File: src/rtl/game_pkg.sv
// Shared types and constants for the binary-match game sequencer.
package game_pkg;

  localparam int SCORE_W   = 4;
  localparam int SCORE_MAX = 15;
  localparam int TIME_W    = 6;

  typedef enum logic [1:0] {
    IDLE     = 2'd0,
    PLAY     = 2'd1,
    COOLDOWN = 2'd2,
    OVER     = 2'd3
  } state_t;

  function automatic logic [SCORE_W-1:0] max_score(input logic [SCORE_W-1:0] a,
                                                   input logic [SCORE_W-1:0] b);
    return (a > b) ? a : b;
  endfunction

endpackage

File: src/rtl/round_timer.sv
// Game-second tick divider and seconds-left down-counter.
module round_timer
  import game_pkg::*;
#(
  parameter int TICK_DIV = 100_000_000
) (
  input  logic              clk,
  input  logic              rst_n,
  input  logic              load,
  input  logic              run,
  input  logic [TIME_W-1:0] load_val,
  output logic [TIME_W-1:0] time_remaining,
  output logic              expire
);

  localparam int TICK_W = (TICK_DIV > 1) ? $clog2(TICK_DIV) : 1;
  localparam logic [TICK_W-1:0] TICK_LAST = TICK_W'(TICK_DIV - 1);

  logic [TICK_W-1:0] tick_cnt;
  logic              tick_wrap;

  // expire marks the cycle whose closing edge takes the count from 1 to 0,
  // so the controller can leave the round on that same edge.
  assign tick_wrap = run && (tick_cnt == TICK_LAST);
  assign expire    = tick_wrap && (time_remaining == TIME_W'(1));

  always_ff @(posedge clk or negedge rst_n) begin
    if (!rst_n) begin
      tick_cnt       <= '0;
      time_remaining <= '0;
    end else if (load) begin
      tick_cnt       <= '0;
      time_remaining <= load_val;
    end else if (run) begin
      if (tick_wrap) begin
        tick_cnt <= '0;
        if (time_remaining != '0) begin
          time_remaining <= time_remaining - 1'b1;
        end
      end else begin
        tick_cnt <= tick_cnt + 1'b1;
      end
    end
  end

endmodule

File: src/rtl/game_controller.sv
// Per-game sequencer: start/play/cooldown/over control, match crediting,
// score, persistent high score and new-target requests.
module game_controller
  import game_pkg::*;
#(
  parameter int TICK_DIV     = 100_000_000,
  parameter int GAME_SECONDS = 30,
  parameter int MATCH_HOLD   = 1_000_000
) (
  input  logic               clk,
  input  logic               rst_n,
  input  logic               start,
  input  logic [7:0]         sw,
  input  logic [7:0]         target,
  output logic               next_num,
  output logic               playing,
  output logic               game_end,
  output logic [TIME_W-1:0]  time_remaining,
  output logic [SCORE_W-1:0] score,
  output logic [SCORE_W-1:0] high_score
);

  localparam int HOLD_W = (MATCH_HOLD > 1) ? $clog2(MATCH_HOLD + 1) : 1;
  localparam logic [HOLD_W-1:0]  HOLD_LAST  = HOLD_W'(MATCH_HOLD - 1);
  localparam logic [TIME_W-1:0]  START_TIME = TIME_W'(GAME_SECONDS);
  localparam logic [SCORE_W-1:0] SCORE_LAST = SCORE_W'(SCORE_MAX - 1);
  localparam logic [SCORE_W-1:0] SCORE_TOP  = SCORE_W'(SCORE_MAX);

  state_t            state;
  logic              start_q;
  logic [HOLD_W-1:0] hold_cnt;
  logic              start_evt;
  logic              match;
  logic              timer_load;
  logic              timer_run;
  logic              expire;
  logic              credit;

  assign start_evt  = start && !start_q;
  assign match      = (sw == target);
  assign timer_load = start_evt && ((state == IDLE) || (state == OVER));
  assign timer_run  = (state == PLAY) || (state == COOLDOWN);

  // A timeout on the same edge as a completed hold takes priority.
  assign credit = (state == PLAY) && match && (hold_cnt == HOLD_LAST) && !expire;

  round_timer #(
    .TICK_DIV(TICK_DIV)
  ) u_timer (
    .clk           (clk),
    .rst_n         (rst_n),
    .load          (timer_load),
    .run           (timer_run),
    .load_val      (START_TIME),
    .time_remaining(time_remaining),
    .expire        (expire)
  );

  always_ff @(posedge clk or negedge rst_n) begin
    if (!rst_n) begin
      state      <= IDLE;
      start_q    <= 1'b0;
      hold_cnt   <= '0;
      score      <= '0;
      high_score <= '0;
      next_num   <= 1'b0;
      playing    <= 1'b0;
      game_end   <= 1'b0;
    end else begin
      start_q  <= start;
      next_num <= 1'b0;
      case (state)
        IDLE, OVER: begin
          if (timer_load) begin
            state    <= PLAY;
            score    <= '0;
            hold_cnt <= '0;
            next_num <= 1'b1;
            playing  <= 1'b1;
            game_end <= 1'b0;
          end
        end
        PLAY: begin
          if (expire) begin
            state      <= OVER;
            hold_cnt   <= '0;
            playing    <= 1'b0;
            game_end   <= 1'b1;
            high_score <= max_score(high_score, score);
          end else if (credit) begin
            hold_cnt <= '0;
            score    <= score + 1'b1;
            // The fifteenth point ends the game without asking for a new target.
            if (score == SCORE_LAST) begin
              state      <= OVER;
              playing    <= 1'b0;
              game_end   <= 1'b1;
              high_score <= max_score(high_score, SCORE_TOP);
            end else begin
              state    <= COOLDOWN;
              next_num <= 1'b1;
            end
          end else if (match) begin
            hold_cnt <= hold_cnt + 1'b1;
          end else begin
            hold_cnt <= '0;
          end
        end
        COOLDOWN: begin
          if (expire) begin
            state      <= OVER;
            hold_cnt   <= '0;
            playing    <= 1'b0;
            game_end   <= 1'b1;
            high_score <= max_score(high_score, score);
          end else if (!match) begin
            state    <= PLAY;
            hold_cnt <= '0;
          end
        end
        default: begin
          state   <= IDLE;
          playing <= 1'b0;
        end
      endcase
    end
  end

endmodule

File: config.mk
export PLATFORM = sky130hd
export DESIGN_NAME = game_controller
export DESIGN_NICKNAME = d
export VERILOG_FILES = /design/src/rtl/game_pkg.sv /design/src/rtl/round_timer.sv /design/src/rtl/game_controller.sv
export SDC_FILE = /design/constraint.sdc
export NUM_CORES = 1
export LEC_CHECK = 0
export ABC_AREA = 0
export CORE_MARGIN = 1.5
export CORE_UTILIZATION = 38
export DETAILED_ROUTE_END_ITERATION = 16
export GPL_ROUTABILITY_DRIVEN = 0
export PLACE_DENSITY_LB_ADDON = 0.1
export SETUP_SLACK_MARGIN = 0.15
export SLEW_MARGIN = 20
export SYNTH_ARGS = -nofsm -noshare
export SYNTH_HDL_FRONTEND = slang
export SYNTH_SLANG_ARGS = --single-unit
File: constraint.sdc
create_clock -name clk -period 2.75 [get_ports clk]
set_clock_uncertainty 0.2 [all_clocks]
set_input_delay 0.55 -clock clk [delete_from_list [all_inputs] [get_ports clk]]
set_output_delay 0.55 -clock clk [all_outputs]
set_load 0.05 [all_outputs]
* Word-level counts from Yosys, hierarchy flattened
Index checks and enable logic that the tools add are counted.
W data, S select, Z words.
** Word-level totals
- Output and inout port bits :: 17
- Logic and storage cells :: 106
- Register bits :: 67
** Cells by class
- $lt $le $gt $ge :: 2
- Mux-type cells :: 49
- Eq/ne operators :: 16
- Reduce and logical (&&, ||, !) cells :: 25
- $add $sub $neg :: 4
** Operator list (number)
- $mux W20 :: 6
- $mux W27 :: 3
- $pmux W20 S3 :: 1
- $mux W4 :: 9
- $add A27 B1 Y27 const B :: 1
- $eq A27 B27 Y1 const B :: 1
- $mux W6 :: 4
- $add A20 B1 Y20 const B :: 1
- $eq A20 B20 Y1 const B :: 1
- $pmux W4 S2 :: 2
- $mux W1 :: 15
- $mux W2 :: 5
- $reduce_bool A2 Y1 :: 5
- $ne A3 B3 Y1 const B :: 3
- $eq A8 B8 Y1 :: 1
- $ne A2 B2 Y1 const B :: 4
- $reduce_and A4 Y1 :: 2
- $logic_and A1 B1 Y1 :: 7
- $eq A6 B1 Y1 const B :: 1
- $pmux W1 S3 :: 2
- $pmux W2 S3 :: 1
- $reduce_and A3 Y1 :: 2
- $reduce_bool A6 Y1 :: 1
- $sub A6 B1 Y6 const B :: 1
- other kinds (14) :: 17

* Longest topological paths before layout
Gate-level depths: netlist of the first run.
- Word-level depth :: 9
- Mapped depth :: 10

* Hierarchy
A second synthesis of the first run with hierarchy kept.
** Unflattened totals
- Cell total of the unflattened synthesis :: 426
- Area total of the unflattened synthesis :: 3968.8 µm²
** Modules (own cells, without submodules)
- game_controller :: area each 2100.8 µm², sequential area each 850.8 µm², cells an instance 229, instances 1
- round_timer :: area each 1868.0 µm², sequential area each 825.8 µm², cells an instance 197, instances 1

* Worst setup path before layout of the first run
Ideal clock, no wire load.
- Path kind :: flip-flop to flip-flop
- Start point :: reg state[0]
- End point :: reg state[0]
- Setup time :: 125 ps
- Cell stages (with the launch flop) :: 10
- Path slack :: -65 ps
- Period minus slack after synthesis :: 2815 ps
- Path buffers :: 1
- Arrival :: 2490 ps
- Required time :: 2425 ps
- Path through :: dfrtp_1 inv_1 ha_1 nor4b_1 nand4_2 nor4_4 buf_4 nor2b_1 a21oi_1 mux2_2
** On the way
- Cells in the longest elaborated chain, start to end :: 8
- Elaborated cells on any way between the ends :: 21
- Those cells by class :: eq/ne (6); mux (3); reduce/logical (12)
** Ends and longest elaborated chain
- from (decl) :: line game_controller.sv:29 : state_t state;
- from (signal assigned) :: line game_controller.sv:61 : state <= IDLE;
- from (signal assigned) :: line game_controller.sv:75 : state <= PLAY;
- from (signal assigned) :: line game_controller.sv:85 : state <= OVER;
- $eq A2 B1 Y1 or $eq A2 B2 Y1 (tied branches) :: line game_controller.sv:42, game_controller.sv:45, game_controller.sv:72
- $logic_or A1 B1 Y1 :: line game_controller.sv:42 : assign timer_run = (state == PLAY) || (state == COOLDOWN);
- $logic_and A1 B1 Y1 :: line round_timer.sv:24 : assign tick_wrap = run && (tick_cnt == TICK_LAST);
- $logic_and A1 B1 Y1 :: line round_timer.sv:25 : assign expire = tick_wrap && (time_remaining == TIME_W'(1));
- $logic_not A1 Y1 :: line game_controller.sv:45 : assign credit = (state == PLAY) && match && (hold_cnt == HOLD_LAST) && !expire;
- $logic_and A1 B1 Y1 :: line game_controller.sv:45
- $ne A3 B3 Y1 (no line)
- $reduce_and A3 Y1 (no line)
Parallel ways exist; a longest one is shown, timed or not.
A chain may end at the register's enable or synchronous reset.

* Worst setup path in the final report of the first run
- Start point :: reg state[1]
- End point :: reg hold_cnt[13]
** On the way
- Cells in the longest elaborated chain, start to end :: 9
- Elaborated cells on any way between the ends :: 21
- Those cells by class :: eq/ne (5); mux (4); reduce/logical (12)
** Ends and longest elaborated chain
- $eq A2 B1 Y1 or $eq A2 B2 Y1 (tied branches) :: line game_controller.sv:42, game_controller.sv:45, game_controller.sv:72
- $logic_or A1 B1 Y1 :: line game_controller.sv:42
- $logic_and A1 B1 Y1 :: line round_timer.sv:24
- $logic_and A1 B1 Y1 :: line round_timer.sv:25
- $logic_not A1 Y1 :: line game_controller.sv:45
- $logic_and A1 B1 Y1 :: line game_controller.sv:45
- $mux W20 :: line game_controller.sv:90 : end else if (credit) begin
- $mux W20 :: line game_controller.sv:84 : if (expire) begin
- $pmux W20 S3 :: line game_controller.sv:72 : case (state)
- to (signal assigned) :: line game_controller.sv:104 : hold_cnt <= hold_cnt + 1'b1;
- to (decl) :: line game_controller.sv:31 : logic [HOLD_W-1:0] hold_cnt;
Parallel ways exist; a longest one is shown, timed or not.

==> out/metrics.yaml, run 1 <==
status:
  status: "finished with violations"
  violations: "hold timing"
pwr:
  p_leak_nw: 2.30
  switching_share_pct: 40.3
  p_int_mw: 2.43
  ir_drop_uv: 549
  pwr-share-comb_pct: 49.4
  clock_power_share_pct: 20.1
  power_per_cell_area_nw_per_um2: 749
  p_sw_mw: 1.64
  p_seq_share_pct: 30.5
global_route:
  grtUsageTotal_pct: 20.9
  grt_max_degree: 68
  grt_first_pass_wirelength_um: 19000
  grt-ovfl-total: 0
  grt_pass1_vias: 3919
  grt_antenna_before_repair: 0
yosys:
  synth_compound_area_share_pct: 23.4
  yosys.area.top_type_share_pct: 40.6
  avgSynthCellArea_um2: 9.10
  synth_common_cells: "67 x dfrtp_1, 60 x o21ai_0, 51 x nand2_1"
  synth-simple-area-share_pct: 23.4
  synth_warnings: 0
  synthAdderAreaFrac_pct: 3.94
  synth_edf_count: 0
  synthXorXnorAreaFrac_pct: 3.39
  synth.most_common_cell: "dfrtp_1"
  synth_mux_area_share_pct: 1.06
  syn-cell-area_um2: 4130
  synth_area_leaders: "dfrtp_1 41%, o21ai_0 7.3%, nand2_1 4.6%, ha_1 3.9%, and3_1 3.0%"
  async_reset_ff_share_pct: 100
  synth_nets: 486
  ys_ff_latch: 67
  synth.largest_area_cell: "dfrtp_1"
  synth_top_family_by_area: "compound AO/OA/AOI/OAI gates"
  synth-seq-area-share_pct: 40.6
  ys_types: 56
  syn_inst: 454
  synthFlopType: "dfrtp_1"
routing:
  postRouteAntennaNets: 0
  drc_errors: 0
  drt-vias-per-instance: 5.59
  vias: 3784
  dr.pass1.iters: 4
  routed_wl_um: 10900
  wire_per_inst_um: 16.1
  drt_iter0_markers: 181
sta:
  worst_pin_slew_ns: 0.689
  grt_setup_unrepaired: "true"
  report.final.slew_viol_count: 0
  fin_crit_ns: 2.64
  layout_setup_ws_ns: 0.114
  maxSlewHeadroom_pct: 53.9
  holdWs_ns: -0.00283
  setup_violations: 0
  hold_viol: 2
  fmax_ghz: 0.379
  period_share_pct: 95.9
placement:
  dp.cells: 644
  placed_area_um2: 4890
  place_ws_ns: -0.245
  hpwl_um: 7340
  port_buffers: 35
clock_network:
  clk_pin_slew_worst_paths_ns: 0.07
  cts_tree: "yes"
  clkLatencyLatePin_ns: 0.37
  cts-buffers-inserted: 9
  clockBufferDepth: 2
  htreeDepth: 3
  cts_num_sinks: 67
  cts_root_buf: "clkbuf_8"
  ctsHoldBuffers: 0
layout:
  fin_cells: 677
  fin_util_pct: 52.2
  drive_gt1_share_pct: 22.6
  antenna_cells: 0
  num-nets-final: 568
  finalInstanceArea_um2: 5440
  syn_to_final_growth_pct: 31.6
  multi_input_area_um2: 2500
  seqCellArea_um2: 1680
  fillers: 958
critical_path:
  r2r_setup_slack_ns: 0.11
  worstReg2RegEnd: "hold_cnt[13]"
  required_ns: 2.83
  cp-start-kind: "register"
  r2r_cells: 8
  crit_arrival_ns: 2.72
  critPathCaptureType: "register"
  critPathKind: "reg -> reg"
  crit_fanout: 4
  r2r-start: "state[1]"
floorplanning:
  rows: 37
  core_area_um2: 10400
  die_w_um: 107
  initial_core_util_pct: 39.7
  pin_count: 36
  die-area_um2: 11500
  fp.dieH_um: 107
flow_run:
  max_cap_viol_count: 0
hold_path:
  hold_path_class: "in -> async"
## timing repair
| item | in CTS | in global routing |
|---|---|---|
| endpoints found under the setup margin | 28 | 42 |
| buffers inserted | 10 | 6 |
| gates cloned | 1 | 0 |
| gates resized for setup | 38 | 41 |
| pin swaps | 18 | 14 |
## metal layers
| metal | part of all wire (%) | wire length (um) | GRT usage, % |
|---|---|---|---|
| met4 | 1.2 | 134 | 6.48 |
| met1 | 46 | 5040 | 25.6 |
| met5 | 0 | 0 | 0 |
| met2 | 49 | 5390 | 36.1 |
| met3 | 3.4 | 371 | 5.21 |
## cells in the final DEF (no fill, tap or decap), types with 3 or more instances in the layout
cell             instances
a21o_1                   3
a21oi_1                 17
a22o_1                  11
a2bb2oi_2                6
a31oi_1                  4
and3_1                  20
buf_12                   4
buf_4                   37
buf_6                    8
buf_8                    3
clkbuf_8                13
clkdlybuf4s50_1         18
dfrtp_1                 63
dfrtp_2                  4
dlygate4sd2_1           16
ha_1                    11
inv_1                   17
nand2_1                 51
nand2b_1                 4
nand3_1                 16
nand4_1                 10
nor2_1                  23
nor2b_1                 11
nor3_1                  12
nor4_1                   5
nor4b_1                  3
o21ai_0                 49
o21ai_1                  4
o21ai_2                  7
o2bb2ai_1                4
o31ai_1                  5
o31ai_2                  5
xnor2_1                 11
xor2_1                   5
## power by group through the flow
| stage | combinational (mW) | clock, mW | sequential (mW) |
|---|---|---|---|
| after floorplan | 1.01 | 0 | 1.34 |
| after detailed placement | 1.73 | 0 | 1.25 |
| after global placement | 1.72 | 0 | 1.25 |
| after CTS | 1.86 | 0.845 | 1.24 |
| after global routing | 2.22 | 0.878 | 1.26 |
| final | 2.01 | 0.819 | 1.24 |
## worst max-delay path by stage
stage,startpoint,to,slack (ns),depth (start not counted)
finish,state[1],hold_cnt[13],0.11,8
global route,state[0],high_score[0],0.02,11
floorplan,u_timer.tick_cnt[0],hold_cnt[12],0.15,10
CTS,state[1],hold_cnt[13],0.09,8
detailed placement,sw[4],hold_cnt[12],-0.24,8
global placement,target[4],hold_cnt[19],-0.20,8
## flip-flops by register name (all words and copies together) (netlist names)
register and flops:
next_num 1, u_timer.time_remaining 6, state 2, score 4
playing 1, hold_cnt 20, game_end 1, high_score 4
u_timer.tick_cnt 27, start_q 1
## kinds of logic (layout without fill, tap and decap cells)
logic type      Yosys count  in the layout
mux                       4              4
simple gates            181            181
compound gates          138            138
fa+ha+maj                13             13
xor+xnor                 16             16
buf+inv                  35            122
flops                    67             67
## worst max-delay path: stages, from the launching register on
cell and delay (ns):
dfrtp_1 0.43, ha_4 0.24, nor4b_4 0.26, nand4_4 0.18, nor4_4 0.36, o31ai_2 0.11, buf_4 0.17, or4_1 0.51
o211ai_1 0.09
## stage by stage
stage | power [mW] | TNS, ns
3_3_place_gp | 2.97 | -3.33
3_5_place_dp | 2.99 | -4.02
4_1_cts | 3.94 | 0
5_1_grt | 4.36 | 0
2_1_floorplan | 2.35 | 0
6_report | 4.07 | 0
## cell type report
class                   count  share of cell area [%]
well taps                 136                    3.13
flip-flops and latches     67                    30.9
clock inverters             1                  0.0920
inverters                  18                    1.24
clock buffers              15                    3.43
repair buffers             88                    15.1
multi-input cells         352                    46.0
Power figures use the tool's default switching activity.
==> run 2, diff against run 1 <==
--- a/config.mk
+++ b/config.mk
@@ -16,3 +16,4 @@
 export SYNTH_ARGS = -nofsm -noshare
 export SYNTH_HDL_FRONTEND = slang
 export SYNTH_SLANG_ARGS = --single-unit
+export TNS_END_PERCENT = 100
==> results of run 2 <==
No change in the layout: final DEF, timing and power equal those of run 1.
==> run 3, diff against run 2 <==
--- a/config.mk
+++ b/config.mk
@@ -6,6 +6,7 @@
 export NUM_CORES = 1
 export LEC_CHECK = 0
 export ABC_AREA = 0
+export CORE_ASPECT_RATIO = 0.8
 export CORE_MARGIN = 1.5
 export CORE_UTILIZATION = 38
 export DETAILED_ROUTE_END_ITERATION = 16
==> run 3 against run 2 <==
The run now ends clean. Count of clock-buffer cells in the layout is 3 lower. First-iteration DRC count is 45% higher. Non-clock buffer count is 3 lower. Clock power is 28% higher. Combinational power is 2% higher. Critical path depth stayed put. Flip-flop and latch count stayed put. Core utilization is 1.6 points higher. Hold slack better by 0.034 ns. Register-to-register slack better by 0.05 ns.
==> out/metrics.yaml, run 3 (synthesis gave the netlist of run 1 again) <==
routing:
  vias: 3842  # +1.5%
  drt-vias-per-instance: 5.68  # +1.5%
  drt_iter0_markers: 263  # +45%
  drc_errors: 0  # unchanged
  routed_wl_um: 11700  # +6.9%
  dr.pass1.iters: 5  # +1
  wire_per_inst_um: 17.3  # +6.9%
  postRouteAntennaNets: 0  # unchanged
sta:
  fmax_ghz: 0.383  # +0.92%
  period_share_pct: 95.0  # -0.88 points
  hold_viol: 0  # -2
  grt_setup_unrepaired: "true"
  holdWs_ns: 0.0309  # +0.0337 ns
  maxSlewHeadroom_pct: 51.5  # -2.4 points
  report.final.slew_viol_count: 0  # unchanged
  layout_setup_ws_ns: 0.138  # +0.0241 ns
  worst_pin_slew_ns: 0.721  # +0.0319 ns
  fin_crit_ns: 2.61  # -0.0241 ns
  setup_violations: 0  # unchanged
clock_network:
  clockBufferDepth: 2  # unchanged
  clk_pin_slew_worst_paths_ns: 0.05  # -0.02 ns
  htreeDepth: 3  # unchanged
  clkLatencyLatePin_ns: 0.34  # -0.03 ns
  cts_num_sinks: 67  # unchanged
  ctsHoldBuffers: 0  # unchanged
  cts_root_buf: "clkbuf_16"
  cts-buffers-inserted: 9  # unchanged
  cts_tree: "yes"
layout:
  antenna_cells: 0  # unchanged
  syn_to_final_growth_pct: 35.5
  num-nets-final: 565  # -0.53%
  largestRegisters: "u_timer.tick_cnt x27, hold_cnt x20, u_timer.time_remaining x6"
  largest_reg_flops: 27  # unchanged
  final_common_cell: "dfrtp_1"
  regMostFlops: "u_timer.tick_cnt"
  finalInstanceArea_um2: 5600  # +3.0%
  fin_util_pct: 53.8  # +1.6 points
  final_cell_mix: "63 x dfrtp_1, 51 x nand2_1, 49 x o21ai_0, 35 x buf_4, 23 x nor2_1"
  drive_gt1_share_pct: 22.0  # -0.58 points
pwr:
  p_int_mw: 2.61  # +7.3%
  pwr-share-comb_pct: 47.2  # -2.2 points
  p_sw_mw: 1.74  # +6.0%
  ir_drop_uv: 507  # -7.8%
  p_leak_nw: 2.39  # +3.9%
  power_per_cell_area_nw_per_um2: 776  # +3.7%
  clock_power_share_pct: 24.2  # +4.1 points
  p_seq_share_pct: 28.6  # -1.9 points
  switching_share_pct: 40.0  # -0.30 points
global_route:
  grtUsageTotal_pct: 20.9  # -0.045 points
  grt-ovfl-total: 0  # unchanged
  grt_antenna_before_repair: 0  # unchanged
  grt_first_pass_wirelength_um: 18700  # -1.2%
  grt_max_degree: 42  # -38%
  grt_pass1_vias: 3716  # -5.2%
floorplanning:
  rows: 33  # -11%
  initial_core_util_pct: 39.7  # +0.043 points
  die_w_um: 120  # +11%
  core_area_um2: 10400  # -0.11%
  die-area_um2: 11500  # about the same
  fp.dieH_um: 96.3  # -10%
  pin_count: 36  # unchanged
placement:
  place_ws_ns: -0.249  # -0.00407 ns
  placed_area_um2: 4900  # +0.26%
  hpwl_um: 7830  # +6.7%
  port_buffers: 35  # unchanged
critical_path:
  crit_arrival_ns: 2.64  # -0.08 ns
  required_ns: 2.78  # -0.05 ns
  critPathKind: "in -> reg"
  critPathCaptureType: "register"
  crit_fanout: 6  # +2
  cp-start-kind: "input pin"
hold_path:
  hold_path_class: "in -> async"
flow_run:
  max_cap_viol_count: 0  # unchanged
status:
  status: "finished clean"
-- run 3: cell types whose count changed in the layout (fill, tap and decap cells not counted), sizes merged --
cell	delta
buf	-6
dlygate4sd2	-16
clkinv	+2
dlymetal6s2s	+12
clkdlybuf4s50	+4
-- run 3: path summary, 6_finish.rpt --
path	cells past startpoint	slack [ns]	from	endpoint
min	1	0.03	rst_n	hold_cnt[4]
max reg2reg	10	0.16	state[0]	hold_cnt[2]
max in group asynchronous	2	1.66	rst_n	hold_cnt[2]
min reg2reg	1	0.30	u_timer.tick_cnt[23]	u_timer.tick_cnt[23]
max	8	0.14	sw[7]	hold_cnt[9]
min in group clk	1	0.30	u_timer.tick_cnt[23]	u_timer.tick_cnt[23]
-- run 3: critical path, cell delays in order --
cell and delay, ns:
clkdlybuf4s50_1 0.47, xnor2_1 0.11, nand4_1 0.13, or2_4 0.27
or3_4 0.34, or3_4 0.42, buf_6 0.15, o41ai_2 0.20
-- run 3: power by group through the flow --
| stage | clock, mW | combinational [mW] | sequential [mW] |
|---|---|---|---|
| after floorplan | 0 | 1.01 | 1.34 |
| after CTS | 1.08 | 1.80 | 1.24 |
| final | 1.05 | 2.05 | 1.24 |
| after global placement | 0 | 1.70 | 1.25 |
| after detailed placement | 0 | 1.73 | 1.25 |
| after global routing | 1.11 | 2.24 | 1.26 |
-- run 3: through the flow --
| step | instances | power, mW | setup TNS [ns] |
|---|---|---|---|
| floorplan | 454 | 2.35 | 0 |
| CTS | 667 | 4.11 | 0 |
| global placement | 649 | 2.95 | -2.27 |
| global route | 677 | 4.61 | 0 |
| detailed placement | 649 | 2.98 | -3.17 |
| finish | 677 | 4.35 | 0 |
-- run 3: layout make-up --
cell class / count / area [um2]
clock buffers: 12 / 246
clock inverters: 3 / 15.0
fillers: 970 / 4800
inverters: 18 / 67.6
multi-input cells: 352 / 2540
flip-flops and latches: 67 / 1680
well taps: 140 / 175
repair buffers: 85 / 873
-- run 3: per-layer routing --
layer	wire, um	global-route usage (%)
met1	6000	29.0
met2	4920	31.6
met3	596	5.45
met4	164	7.24
met5	0	0
-- run 3: what timing repair did --
action | 4_1_cts | 5_1_grt
pin swaps | 2 | 20
buffers inserted | 3 | 7
endpoints found under the setup margin | 25 | 47
cloned | 0 | 3
gates resized for setup | 13 | 61
